--- src/rtl/conv_pool_writeback_pkg.sv ---
// Shared widths, FSM encoding and error-flag bit positions for the pool/writeback stage.
// Build option POOL_RELU_EN (see pool_max4_sat) selects ReLU clamping of pooled words.
package conv_pool_writeback_pkg;

    localparam int unsigned ACC_W_DEF  = 20;
    localparam int unsigned OUT_W_DEF  = 16;
    localparam int unsigned ADDR_W_DEF = 12;
    localparam int unsigned SHIFT_DEF  = 4;
    localparam int unsigned N_LANES    = 4;

    // err_flags = {addr_wrap, partial_window, lane_overrun}
    localparam int unsigned ERR_W              = 3;
    localparam int unsigned ERR_LANE_OVERRUN   = 0;
    localparam int unsigned ERR_PARTIAL_WINDOW = 1;
    localparam int unsigned ERR_ADDR_WRAP      = 2;

    typedef enum logic [1:0] {
        ST_IDLE  = 2'd0,
        ST_RUN   = 2'd1,
        ST_FLUSH = 2'd2,
        ST_DONE  = 2'd3
    } pool_state_e;

endpackage

--- src/rtl/conv_pool_writeback_if.sv ---
// Accumulator-lane input bus and output-SRAM write bus of the pool/writeback stage.
// master = controller/SRAM side, slave = conv_pool_writeback.
interface conv_pool_writeback_if
    import conv_pool_writeback_pkg::*;
#(
    parameter int unsigned ACC_W  = ACC_W_DEF,
    parameter int unsigned OUT_W  = OUT_W_DEF,
    parameter int unsigned ADDR_W = ADDR_W_DEF
);

    logic [N_LANES-1:0]       acc_send;
    logic [N_LANES*ACC_W-1:0] acc_data;
    logic                     matrix_done_flag;
    logic                     mem_wr_en;
    logic [ADDR_W-1:0]        mem_wr_addr;
    logic [OUT_W-1:0]         mem_wr_data;

    modport master (
        output acc_send, acc_data, matrix_done_flag,
        input  mem_wr_en, mem_wr_addr, mem_wr_data
    );

    modport slave (
        input  acc_send, acc_data, matrix_done_flag,
        output mem_wr_en, mem_wr_addr, mem_wr_data
    );

endinterface

--- src/rtl/conv_pool_writeback_pool_max4_sat.sv ---
// Combinational 2x2 window max plus arithmetic shift and output clamp (pool_max4_sat).
// POOL_RELU_EN defined: lower clamp bound is 0 instead of the most negative output word.
module conv_pool_writeback_pool_max4_sat
    import conv_pool_writeback_pkg::*;
#(
    parameter int unsigned ACC_W = ACC_W_DEF,
    parameter int unsigned OUT_W = OUT_W_DEF,
    parameter int unsigned SHIFT = SHIFT_DEF
) (
    input  logic [N_LANES*ACC_W-1:0] lanes_i,
    output logic signed [ACC_W-1:0]  max_o,
    input  logic signed [ACC_W-1:0]  sat_in_i,
    output logic [OUT_W-1:0]         sat_o
);

    localparam logic signed [ACC_W-1:0] SAT_MAX = ACC_W'((64'd1 << (OUT_W - 1)) - 64'd1);
`ifdef POOL_RELU_EN
    localparam logic signed [ACC_W-1:0] SAT_LO = '0;
`else
    localparam logic signed [ACC_W-1:0] SAT_LO = ~SAT_MAX;
`endif

    logic signed [ACC_W-1:0] lane_c [N_LANES];
    logic signed [ACC_W-1:0] m01_c;
    logic signed [ACC_W-1:0] m23_c;
    logic signed [ACC_W-1:0] shifted_c;

    always_comb begin
        for (int i = 0; i < int'(N_LANES); i++) begin
            lane_c[i] = $signed(lanes_i[i*ACC_W +: ACC_W]);
        end
    end

    // Pairwise tree; ties pick either operand, which is value-identical.
    assign m01_c = (lane_c[0] > lane_c[1]) ? lane_c[0] : lane_c[1];
    assign m23_c = (lane_c[2] > lane_c[3]) ? lane_c[2] : lane_c[3];
    assign max_o = (m01_c > m23_c) ? m01_c : m23_c;

    assign shifted_c = sat_in_i >>> SHIFT;

    always_comb begin
        sat_o = OUT_W'(shifted_c);
        if (shifted_c > SAT_MAX) begin
            sat_o = OUT_W'(SAT_MAX);
        end else if (shifted_c < SAT_LO) begin
            sat_o = OUT_W'(SAT_LO);
        end
    end

endmodule

--- src/rtl/conv_pool_writeback.sv ---
// Pool/writeback stage: captures 4 accumulator lanes per 2x2 window, max-pools, scales and
// writes one word per window to the output SRAM. Build option: POOL_RELU_EN (ReLU clamp).
module conv_pool_writeback
    import conv_pool_writeback_pkg::*;
#(
    parameter int unsigned ACC_W  = ACC_W_DEF,
    parameter int unsigned OUT_W  = OUT_W_DEF,
    parameter int unsigned ADDR_W = ADDR_W_DEF,
    parameter int unsigned SHIFT  = SHIFT_DEF
) (
    input  logic                 clk,
    input  logic                 reset_b,
    input  logic                 reset_datapath_n,
    input  logic                 load_base,
    input  logic [ADDR_W-1:0]    out_base_addr,
    conv_pool_writeback_if.slave bus,
    output logic                 pool_busy,
    output logic                 pool_done,
    output logic [ERR_W-1:0]     err_flags
);

    pool_state_e             state_q, state_d;
    logic signed [ACC_W-1:0] cap_q [N_LANES];
    logic signed [ACC_W-1:0] cap_d [N_LANES];
    logic [N_LANES-1:0]      cap_vld_q, cap_vld_d;
    logic                    st1_vld_q, st1_vld_d;
    logic signed [ACC_W-1:0] st1_max_q, st1_max_d;
    logic                    wr_en_q, wr_en_d;
    logic [ADDR_W-1:0]       wr_addr_q, wr_addr_d;
    logic [OUT_W-1:0]        wr_data_q, wr_data_d;
    logic [ADDR_W-1:0]       wr_ptr_q, wr_ptr_d;
    logic                    busy_q, busy_d;
    logic                    done_q, done_d;
    logic [ERR_W-1:0]        err_q, err_d;

    logic [N_LANES*ACC_W-1:0] merged_c;
    logic [N_LANES-1:0]       hit_c;
    logic                     win_c;
    logic signed [ACC_W-1:0]  max_c;
    logic [OUT_W-1:0]         sat_c;

    // Lanes arriving this cycle override held captures, so a window can close on its last lane.
    always_comb begin
        merged_c = '0;
        for (int i = 0; i < int'(N_LANES); i++) begin
            merged_c[i*ACC_W +: ACC_W] = bus.acc_send[i] ? bus.acc_data[i*ACC_W +: ACC_W]
                                                         : cap_q[i];
        end
    end

    assign hit_c = cap_vld_q | bus.acc_send;
    assign win_c = &hit_c;

    conv_pool_writeback_pool_max4_sat #(
        .ACC_W (ACC_W),
        .OUT_W (OUT_W),
        .SHIFT (SHIFT)
    ) u_pool (
        .lanes_i  (merged_c),
        .max_o    (max_c),
        .sat_in_i (st1_max_q),
        .sat_o    (sat_c)
    );

    always_comb begin
        state_d   = state_q;
        cap_d     = cap_q;
        cap_vld_d = cap_vld_q;
        st1_vld_d = 1'b0;
        st1_max_d = st1_max_q;
        wr_en_d   = 1'b0;
        wr_addr_d = wr_addr_q;
        wr_data_d = wr_data_q;
        wr_ptr_d  = wr_ptr_q;
        err_d     = err_q;

        // Stage1 -> write stage runs in every state so FLUSH can drain the pipe.
        if (st1_vld_q) begin
            wr_en_d   = 1'b1;
            wr_addr_d = wr_ptr_q;
            wr_data_d = sat_c;
            wr_ptr_d  = wr_ptr_q + ADDR_W'(1);
            if (&wr_ptr_q) begin
                err_d[ERR_ADDR_WRAP] = 1'b1;
            end
        end

        case (state_q)
            ST_IDLE: begin
                if (load_base) begin
                    wr_ptr_d = out_base_addr;
                    state_d  = ST_RUN;
                end
            end
            ST_RUN: begin
                for (int i = 0; i < int'(N_LANES); i++) begin
                    if (bus.acc_send[i]) begin
                        cap_d[i] = $signed(bus.acc_data[i*ACC_W +: ACC_W]);
                    end
                end
                if ((bus.acc_send & cap_vld_q) != '0) begin
                    err_d[ERR_LANE_OVERRUN] = 1'b1;
                end
                if (win_c) begin
                    st1_vld_d = 1'b1;
                    st1_max_d = max_c;
                    cap_vld_d = '0;
                end else begin
                    cap_vld_d = hit_c;
                end
                // A window closing in the same cycle is kept; any leftover lanes are dropped.
                if (bus.matrix_done_flag) begin
                    if (!win_c && (hit_c != '0)) begin
                        err_d[ERR_PARTIAL_WINDOW] = 1'b1;
                    end
                    cap_vld_d = '0;
                    state_d   = ST_FLUSH;
                end
            end
            ST_FLUSH: begin
                if (!st1_vld_q && !wr_en_q) begin
                    state_d = ST_DONE;
                end
            end
            ST_DONE: begin
                state_d = ST_RUN;
            end
        endcase

        if (!reset_datapath_n) begin
            state_d   = ST_IDLE;
            cap_vld_d = '0;
            st1_vld_d = 1'b0;
            wr_en_d   = 1'b0;
            wr_ptr_d  = wr_ptr_q;
            err_d     = err_q;
        end

        busy_d = (state_d == ST_RUN) || (state_d == ST_FLUSH) || st1_vld_d || wr_en_d;
        done_d = (state_d == ST_DONE);
    end

    always_ff @(posedge clk or negedge reset_b) begin
        if (!reset_b) begin
            state_q   <= ST_IDLE;
            for (int i = 0; i < int'(N_LANES); i++) begin
                cap_q[i] <= '0;
            end
            cap_vld_q <= '0;
            st1_vld_q <= 1'b0;
            st1_max_q <= '0;
            wr_en_q   <= 1'b0;
            wr_addr_q <= '0;
            wr_data_q <= '0;
            wr_ptr_q  <= '0;
            busy_q    <= 1'b0;
            done_q    <= 1'b0;
            err_q     <= '0;
        end else begin
            state_q   <= state_d;
            for (int i = 0; i < int'(N_LANES); i++) begin
                cap_q[i] <= cap_d[i];
            end
            cap_vld_q <= cap_vld_d;
            st1_vld_q <= st1_vld_d;
            st1_max_q <= st1_max_d;
            wr_en_q   <= wr_en_d;
            wr_addr_q <= wr_addr_d;
            wr_data_q <= wr_data_d;
            wr_ptr_q  <= wr_ptr_d;
            busy_q    <= busy_d;
            done_q    <= done_d;
            err_q     <= err_d;
        end
    end

    assign bus.mem_wr_en   = wr_en_q;
    assign bus.mem_wr_addr = wr_addr_q;
    assign bus.mem_wr_data = wr_data_q;
    assign pool_busy       = busy_q;
    assign pool_done       = done_q;
    assign err_flags       = err_q;

endmodule

--- src/flat_wrapper.sv ---
// flat-port wrapper written by rule: the top's interface ports become plain ports
module conv_pool_writeback_flat import conv_pool_writeback_pkg::*;
#(
    parameter int unsigned ACC_W  = ACC_W_DEF,
    parameter int unsigned OUT_W  = OUT_W_DEF,
    parameter int unsigned ADDR_W = ADDR_W_DEF,
    parameter int unsigned SHIFT  = SHIFT_DEF
)
  (clk, reset_b, reset_datapath_n, load_base, out_base_addr, pool_busy, pool_done, err_flags, bus_acc_send, bus_acc_data, bus_matrix_done_flag, bus_mem_wr_en, bus_mem_wr_addr, bus_mem_wr_data);
  conv_pool_writeback_if #(.ACC_W(ACC_W), .OUT_W(OUT_W), .ADDR_W(ADDR_W)) bus_i ();
  input  logic clk;
  input  logic reset_b;
  input  logic reset_datapath_n;
  input  logic load_base;
  input  logic [ADDR_W-1:0] out_base_addr;
  output logic pool_busy;
  output logic pool_done;
  output logic [ERR_W-1:0] err_flags;
  input wire logic [$bits(bus_i.acc_send)-1:0] bus_acc_send;
  input wire logic [$bits(bus_i.acc_data)-1:0] bus_acc_data;
  input wire logic [$bits(bus_i.matrix_done_flag)-1:0] bus_matrix_done_flag;
  output wire logic [$bits(bus_i.mem_wr_en)-1:0] bus_mem_wr_en;
  output wire logic [$bits(bus_i.mem_wr_addr)-1:0] bus_mem_wr_addr;
  output wire logic [$bits(bus_i.mem_wr_data)-1:0] bus_mem_wr_data;
  assign bus_i.acc_send = bus_acc_send;
  assign bus_i.acc_data = bus_acc_data;
  assign bus_i.matrix_done_flag = bus_matrix_done_flag;
  assign bus_mem_wr_en = bus_i.mem_wr_en;
  assign bus_mem_wr_addr = bus_i.mem_wr_addr;
  assign bus_mem_wr_data = bus_i.mem_wr_data;
  conv_pool_writeback #(.ACC_W(ACC_W), .OUT_W(OUT_W), .ADDR_W(ADDR_W), .SHIFT(SHIFT)) u_core (.clk(clk), .reset_b(reset_b), .reset_datapath_n(reset_datapath_n), .load_base(load_base), .out_base_addr(out_base_addr), .bus(bus_i), .pool_busy(pool_busy), .pool_done(pool_done), .err_flags(err_flags));
endmodule
--- config.mk ---
export PLATFORM = sky130hd
export DESIGN_NAME = conv_pool_writeback_flat
export DESIGN_NICKNAME = d
export VERILOG_FILES = /design/src/rtl/conv_pool_writeback_pkg.sv /design/src/rtl/conv_pool_writeback_if.sv /design/src/rtl/conv_pool_writeback_pool_max4_sat.sv /design/src/rtl/conv_pool_writeback.sv /design/src/flat_wrapper.sv
export SDC_FILE = /design/constraint.sdc
export NUM_CORES = 1
export LEC_CHECK = 0
export BUFFER_PORTS_ARGS = -buffer_cell sky130_fd_sc_hd__buf_4
export CAP_MARGIN = 20
export CORE_MARGIN = 5
export CORE_UTILIZATION = 45
export CTS_CLUSTER_DIAMETER = 150
export DETAILED_ROUTE_END_ITERATION = 12
export GPL_TIMING_DRIVEN = 0
export PLACE_DENSITY = 0.72
export SLEW_MARGIN = 20
export SYNTH_ARGS = -nofsm -noshare
export SYNTH_HDL_FRONTEND = slang
export SYNTH_HIERARCHICAL = 1
export SYNTH_SLANG_ARGS = --single-unit
--- constraint.sdc ---
create_clock -name clk -period 13.3 [get_ports clk]
set_clock_uncertainty 0.05 [all_clocks]
set_input_delay 0.665 -clock clk [delete_from_list [all_inputs] [get_ports clk]]
set_output_delay 0.665 -clock clk [all_outputs]
set_load 0.03 [all_outputs]
* After elaboration in Yosys (flattened, before gate mapping)
Cells that the tools add are included.
Cells by class: add/subtract/negate cells 1, order comparisons 5, eq/ne operators 7, mux-type cells 26, bitwise operators 2, reduce and logical (&&, ||, !) cells 16
Operators by type and width (count):
- $mux 20 | 7
- $gt 20x20->1 | 3
- $mux 12 | 3
- $mux 16 | 2
- $gt 16x16->1 const B | 1
- $lt 16x16->1 const B | 1
- $mux 4 | 4
- $reduce_and 14->1 | 1
- $add 12x1->12 const B | 1
- $eq 2x2->1 const B | 4
- $mux 2 | 4
- $pmux 2 s4 | 1
- $reduce_and 4->1 | 2
- $reduce_bool 4->1 | 2
- $mux 1 | 5
- $reduce_and 5->1 | 1
- $and 4x4->4 | 1
- $eq 2x1->1 const B | 2
- $or 4x4->4 | 1
- $logic_not 1->1 | 3
- $logic_or 1x1->1 | 3
- $reduce_and 3->1 | 1
- $logic_and 1x1->1 | 2
- $logic_not 2->1 | 1
- $ne 2x1->1 const B | 1
Word-level totals: flip-flop bits (word level) 153, input bits 101, output and inout bits 34

* Longest topological paths before layout
word-level depth 9, mapped depth 23

* Hierarchy
The synthesis kept the hierarchy.
By module, submodules not included:
- conv_pool_writeback | instances 1, cells each 669, area each 7008.0 sq um
- conv_pool_writeback_pool_max4_sat | instances 1, cells each 622, area each 4015.1 sq um

* Worst setup path after synthesis
OpenSTA, ideal clock, no wires.
path type input to register, from input bus_acc_send[2], to register u_core.st1_max_q[0], arrival 5267 ps, required time 13123 ps, path slack 7855 ps, stages 19, buffers on the path 4, path through buf_1 -> mux2_2 -> ha_1 -> nand4_1 -> or4_1 -> or3_1 -> buf_2 -> buf_2 -> o22ai_1 -> nor3_2 -> ha_1 -> nand4_1 -> nor4_1 -> o211ai_1 -> nand4_1 -> mux2_2 -> buf_2 -> mux2i_1 -> mux2_1
On the way: longest elaborated chain between the ends 5, elaborated cells on any way between the ends 7
RTL lines:
- start: declaration | line flat_wrapper.sv:19 | input wire logic [$bits(bus_i.acc_send)-1:0] bus_acc_send;
- $mux 20 (*) | line conv_pool_writeback.sv:46 | merged_c[i*ACC_W +: ACC_W] = bus.acc_send[i] ? bus.acc_data[i*ACC_W +: ACC_W]
- net u_core.merged_c[47] | line conv_pool_writeback.sv:36 | logic [N_LANES*ACC_W-1:0] merged_c;
- $gt 20x20->1 | line conv_pool_writeback_pool_max4_sat.sv:36 | assign m23_c = (lane_c[2] > lane_c[3]) ? lane_c[2] : lane_c[3];
- $mux 20 (*) | line conv_pool_writeback_pool_max4_sat.sv:36
- $gt 20x20->1 | line conv_pool_writeback_pool_max4_sat.sv:37 | assign max_o = (m01_c > m23_c) ? m01_c : m23_c;
- $mux 20 (*) | line conv_pool_writeback_pool_max4_sat.sv:37
- net u_core.max_c[0] | line conv_pool_writeback.sv:39 | logic signed [ACC_W-1:0] max_c;
- end signal: assignment | line conv_pool_writeback.sv:166 | st1_max_q <= st1_max_d;
- end: declaration | line conv_pool_writeback.sv:27 | logic signed [ACC_W-1:0] st1_max_q, st1_max_d;
The timed path passes the listed nets; every way through them passes the cells marked *. A chain may end at the register's enable or synchronous reset.

* Worst setup path after layout
from input bus_acc_send[0], to register u_core.st1_max_q[18]
On the way: longest elaborated chain between the ends 5, elaborated cells on any way between the ends 7
RTL lines:
- $mux 20 (*)
- net u_core.merged_c[18] | line conv_pool_writeback.sv:36
- $gt 20x20->1 | line conv_pool_writeback_pool_max4_sat.sv:35 | assign m01_c = (lane_c[0] > lane_c[1]) ? lane_c[0] : lane_c[1];
- $mux 20 (*) | line conv_pool_writeback_pool_max4_sat.sv:35
- $gt 20x20->1 | line conv_pool_writeback_pool_max4_sat.sv:37
- $mux 20 (*) | line conv_pool_writeback_pool_max4_sat.sv:37
- net u_core.max_c[18] | line conv_pool_writeback.sv:39
Marked as above.

==> metrics.md <==
| Metric | Value |
|---|---|
| Status | `finished, final reports clean` |
| First-pass GRT wire length | `49600 um` |
| Global routing's busiest layer | `met2` |
| Slowest CP cell | `nor4_1` |
| Pwr Total | `2497 uW` |
| DRT Pass-1 Iters | `6` |
| R2R depth | `20` |
| Leak Pwr | `0.006150 uW` |
| PnR worst setup slack | `6.890 ns` |
| Vias per cell | `roughly 5.6` |
| YS warnings | `6` |
| Slowest stage delay, CP | `approximately 0.59 ns` |
| Hold_buf cts | `0` |
| Hold_ws | `between 0.1 and 0.15 ns` |
| Setup CP Type | `in -> reg` |
| Pwr dens | `193.9 mW/mm^2` |
| N_diodes | `0` |
| Clock period minus worst slack | `roughly 6.4 ns` |
| Initial antenna violation count | `0` |
| Die Y | `165.2 um` |
| Reg2reg end | `u_core/st1_max_q[18]` |
| Placeable Area | `0.02361 mm^2` |
| # IOs | `135` |
| Tcrit/Tclk final | `0.4820` |
| Die Area | `0.02729 mm^2` |
| Actual slew at the worst max-slew pin | `about 0.91 ns` |
| Via count | `9874` |
| Post-CTS sizing | `0` |
| Total CTS buffers | `17` |
| Routed wire per std cell | `around 18 um` |
| Data required, critical path | `13.56 ns` |
| Total grt overflow | `0` |
| Clk sinks | `between 100 and 150` |
| Die width | `165.2 um` |
| Fin nets | `roughly 1600` |
| Fmax | `156.0 MHz` |
| Clock buffer depth | `2` |
| RSZ-0062 raised after global routing | `false` |
| Critical Path, Cell by Cell | `buf_4 -> clkbuf_1 -> mux2_2 -> ha_1 -> nand4_1 -> nor4_1 -> nand4_1 -> clkbuf_1 -> nand3_1 -> a21oi_1 -> nor3_1 -> inv_1 -> ha_1 -> nand4_1 -> nor4_1 -> o211ai_1 -> nand4_1 -> mux2_2 -> buf_2 -> mux2i_1 -> mux2_1` |
| Root buf cell | `clkbuf_16` |
| Hold Path Class | `in -> async` |
| Worst-Skew Late Latency | `around 0.45 ns` |
| Register area | `0.003729 mm^2` |
| Multi-input gate area | `0.006426 mm^2` |
| Final GP Congestion | `0.9210` |
| Vias in the first global route | `9611` |
| Peak VDD IR | `101.9 uV` |
| Met3 Resource Use GR | `0.03524` |
| Max-Cap Viols | `0` |
| Crit path buffers/inverters | `5` |
| # rows | `56` |
| Worst reg2reg path startpoint | `u_core/cap_q[79]` |
| Final setup fails | `0` |
| Placed Instances | `about 1700` |
| Max-slew violation count | `0` |
| Port Buf Inserts | `134` |
| Final routed DRC violation total | `0` |
| Startpoint types | `input port` |
| Reg-to-reg slack, setup | `7.35 ns` |
| CP most frequent cell | `nand4_1` |
| Mapped Cells | `around 1300` |
| DRT Wirelength | `30990 um` |
| Place WS | `6.466 ns` |
| Total negative setup slack | `0 ns` |
| Area Overhead vs Synth | `18.84%` |
| Htree depth | `4` |
| Non-Filler Instances | `1765` |
| CTS tree | `built` |
| ANT nets after route | `0` |
| Synthesized net count | `1442` |
| Setup repair bufs after CTS | `0` |
| Syn avg cell area | `8.474 um^2` |
| Crit-path max FO | `10` |
| Clk slew on worst S/H paths | `0.08 ns` |
| Final Hold Vio Count | `0` |
| Met2 GRT Util | `0.3612` |
| Worst path depth | `21` |
| Cell family contributing the most delay on the critical path | `simple AND/OR/NAND/NOR gates` |
| DPL Wire Length | `23160 um` |
| Post-Syn Area | `0.01084 mm^2` |
| Arrival time at the worst endpoint | `6.67 ns` |
| Starting Density | `0.4590` |
| Share of cells above drive strength 1 | `0.2317` |
| Largest net degree at the start of global routing | `80` |
| Tot GR Track Use | `0.2279` |
| CP Capture Type | `flop` |
| DR iter-0 viols | `approximately 990` |
| Slew Limit Headroom | `0.3941` |
| GR Util met1 | `0.3188` |
| Fill count | `approximately 2200` |
-- final cells by class --
type                    instances  share of cell area
repair buffers                135             0.08082
plain buffers                 100             0.03264
inverters                      70             0.02040
clock inverters                15             0.01370
clock buffers                  17             0.03303
well taps                     319             0.03099
multi-input cells             960              0.4989
flip-flops and latches        149              0.2895
-- registers in the layout (all words and copies together) (netlist names) --
register                cells
u_core/cap_q               80
u_core/bus.mem_wr_data     16
u_core/st1_max_q           16
u_core/bus.mem_wr_addr     12
u_core/wr_ptr_q            12
u_core/cap_vld_q            4
u_core/err_flags            3
u_core/state_q              2
u_core/bus.mem_wr_en        1
u_core/pool_busy            1
u_core/pool_done            1
u_core/st1_vld_q            1
-- worst reg2reg max path, cell delays in order (launching register included) --
cell	delay (ns)
dfrtp_1	0.38
mux2_2	0.30
ha_1	0.28
buf_2	0.19
nand4_1	0.21
nor4_1	0.59
nand4_1	0.25
clkbuf_1	0.31
nand3_1	0.19
a21oi_1	0.07
nor3_1	0.52
inv_1	0.13
ha_1	0.32
nand4_1	0.09
nor4_1	0.57
o211ai_1	0.18
nand4_1	0.14
mux2_2	0.34
buf_2	0.22
mux2i_1	0.17
mux2_1	0.32
-- how the worst max path moves through the flow --
| stage | startpoint | to | slack [ns] |
|---|---|---|---|
| after floorplan | bus_acc_send[2] | u_core/st1_max_q[10] | 7.86 |
| after global placement | bus_acc_send[0] | u_core/st1_max_q[13] | 6.54 |
| after detailed placement | bus_acc_send[0] | u_core/st1_max_q[13] | 6.47 |
| after CTS | bus_acc_send[0] | u_core/st1_max_q[13] | 6.90 |
| after global routing | bus_acc_send[1] | u_core/st1_max_q[17] | 6.54 |
| final | bus_acc_send[0] | u_core/st1_max_q[18] | 6.89 |
-- through the flow --
step / instance area [um^2] / utilization
final: 12880 / 0.5455
after global routing: 12880 / 0.5455
after CTS: 12880 / 0.5455
after detailed placement: 12280 / 0.5200
after global placement: 12240 / 0.5185
after floorplan: 10840 / -
-- power breakdown --
part	internal, uW	leakage, uW	switching, uW
clock	255	0.000289	238
sequential	582	0.00188	71.6
combinational	554	0.00398	797
total	1390	0.00615	1110
-- placed cells by master (no fill, tap or decap), drive strengths merged, types with 3 or more instances in the layout --
cell type	n
o22ai	45
nor3	41
mux2	125
clkinv	4
o21a	3
a21boi	24
a22oi	3
o21ai	17
clkbuf	98
mux2i	16
dfrtp	149
inv	79
a21oi	96
nand3	89
nand2b	82
nand2	272
buf	154
or4	3
nand4	19
nor2b	5
nor2	9
a22o	7
and4	3
ha	62
-- layer usage --
layer / share of wire / vias to the layer above / routed length, um
li1: - / 4739 / -
met1: 0.45 / 4703 / 13940
met2: 0.46 / 379 / 14240
met3: 0.065 / 53 / 2020
met4: 0.025 / 0 / 786
met5: 0 / - / 0
Note: power is estimated with default switching activity, not from simulation.
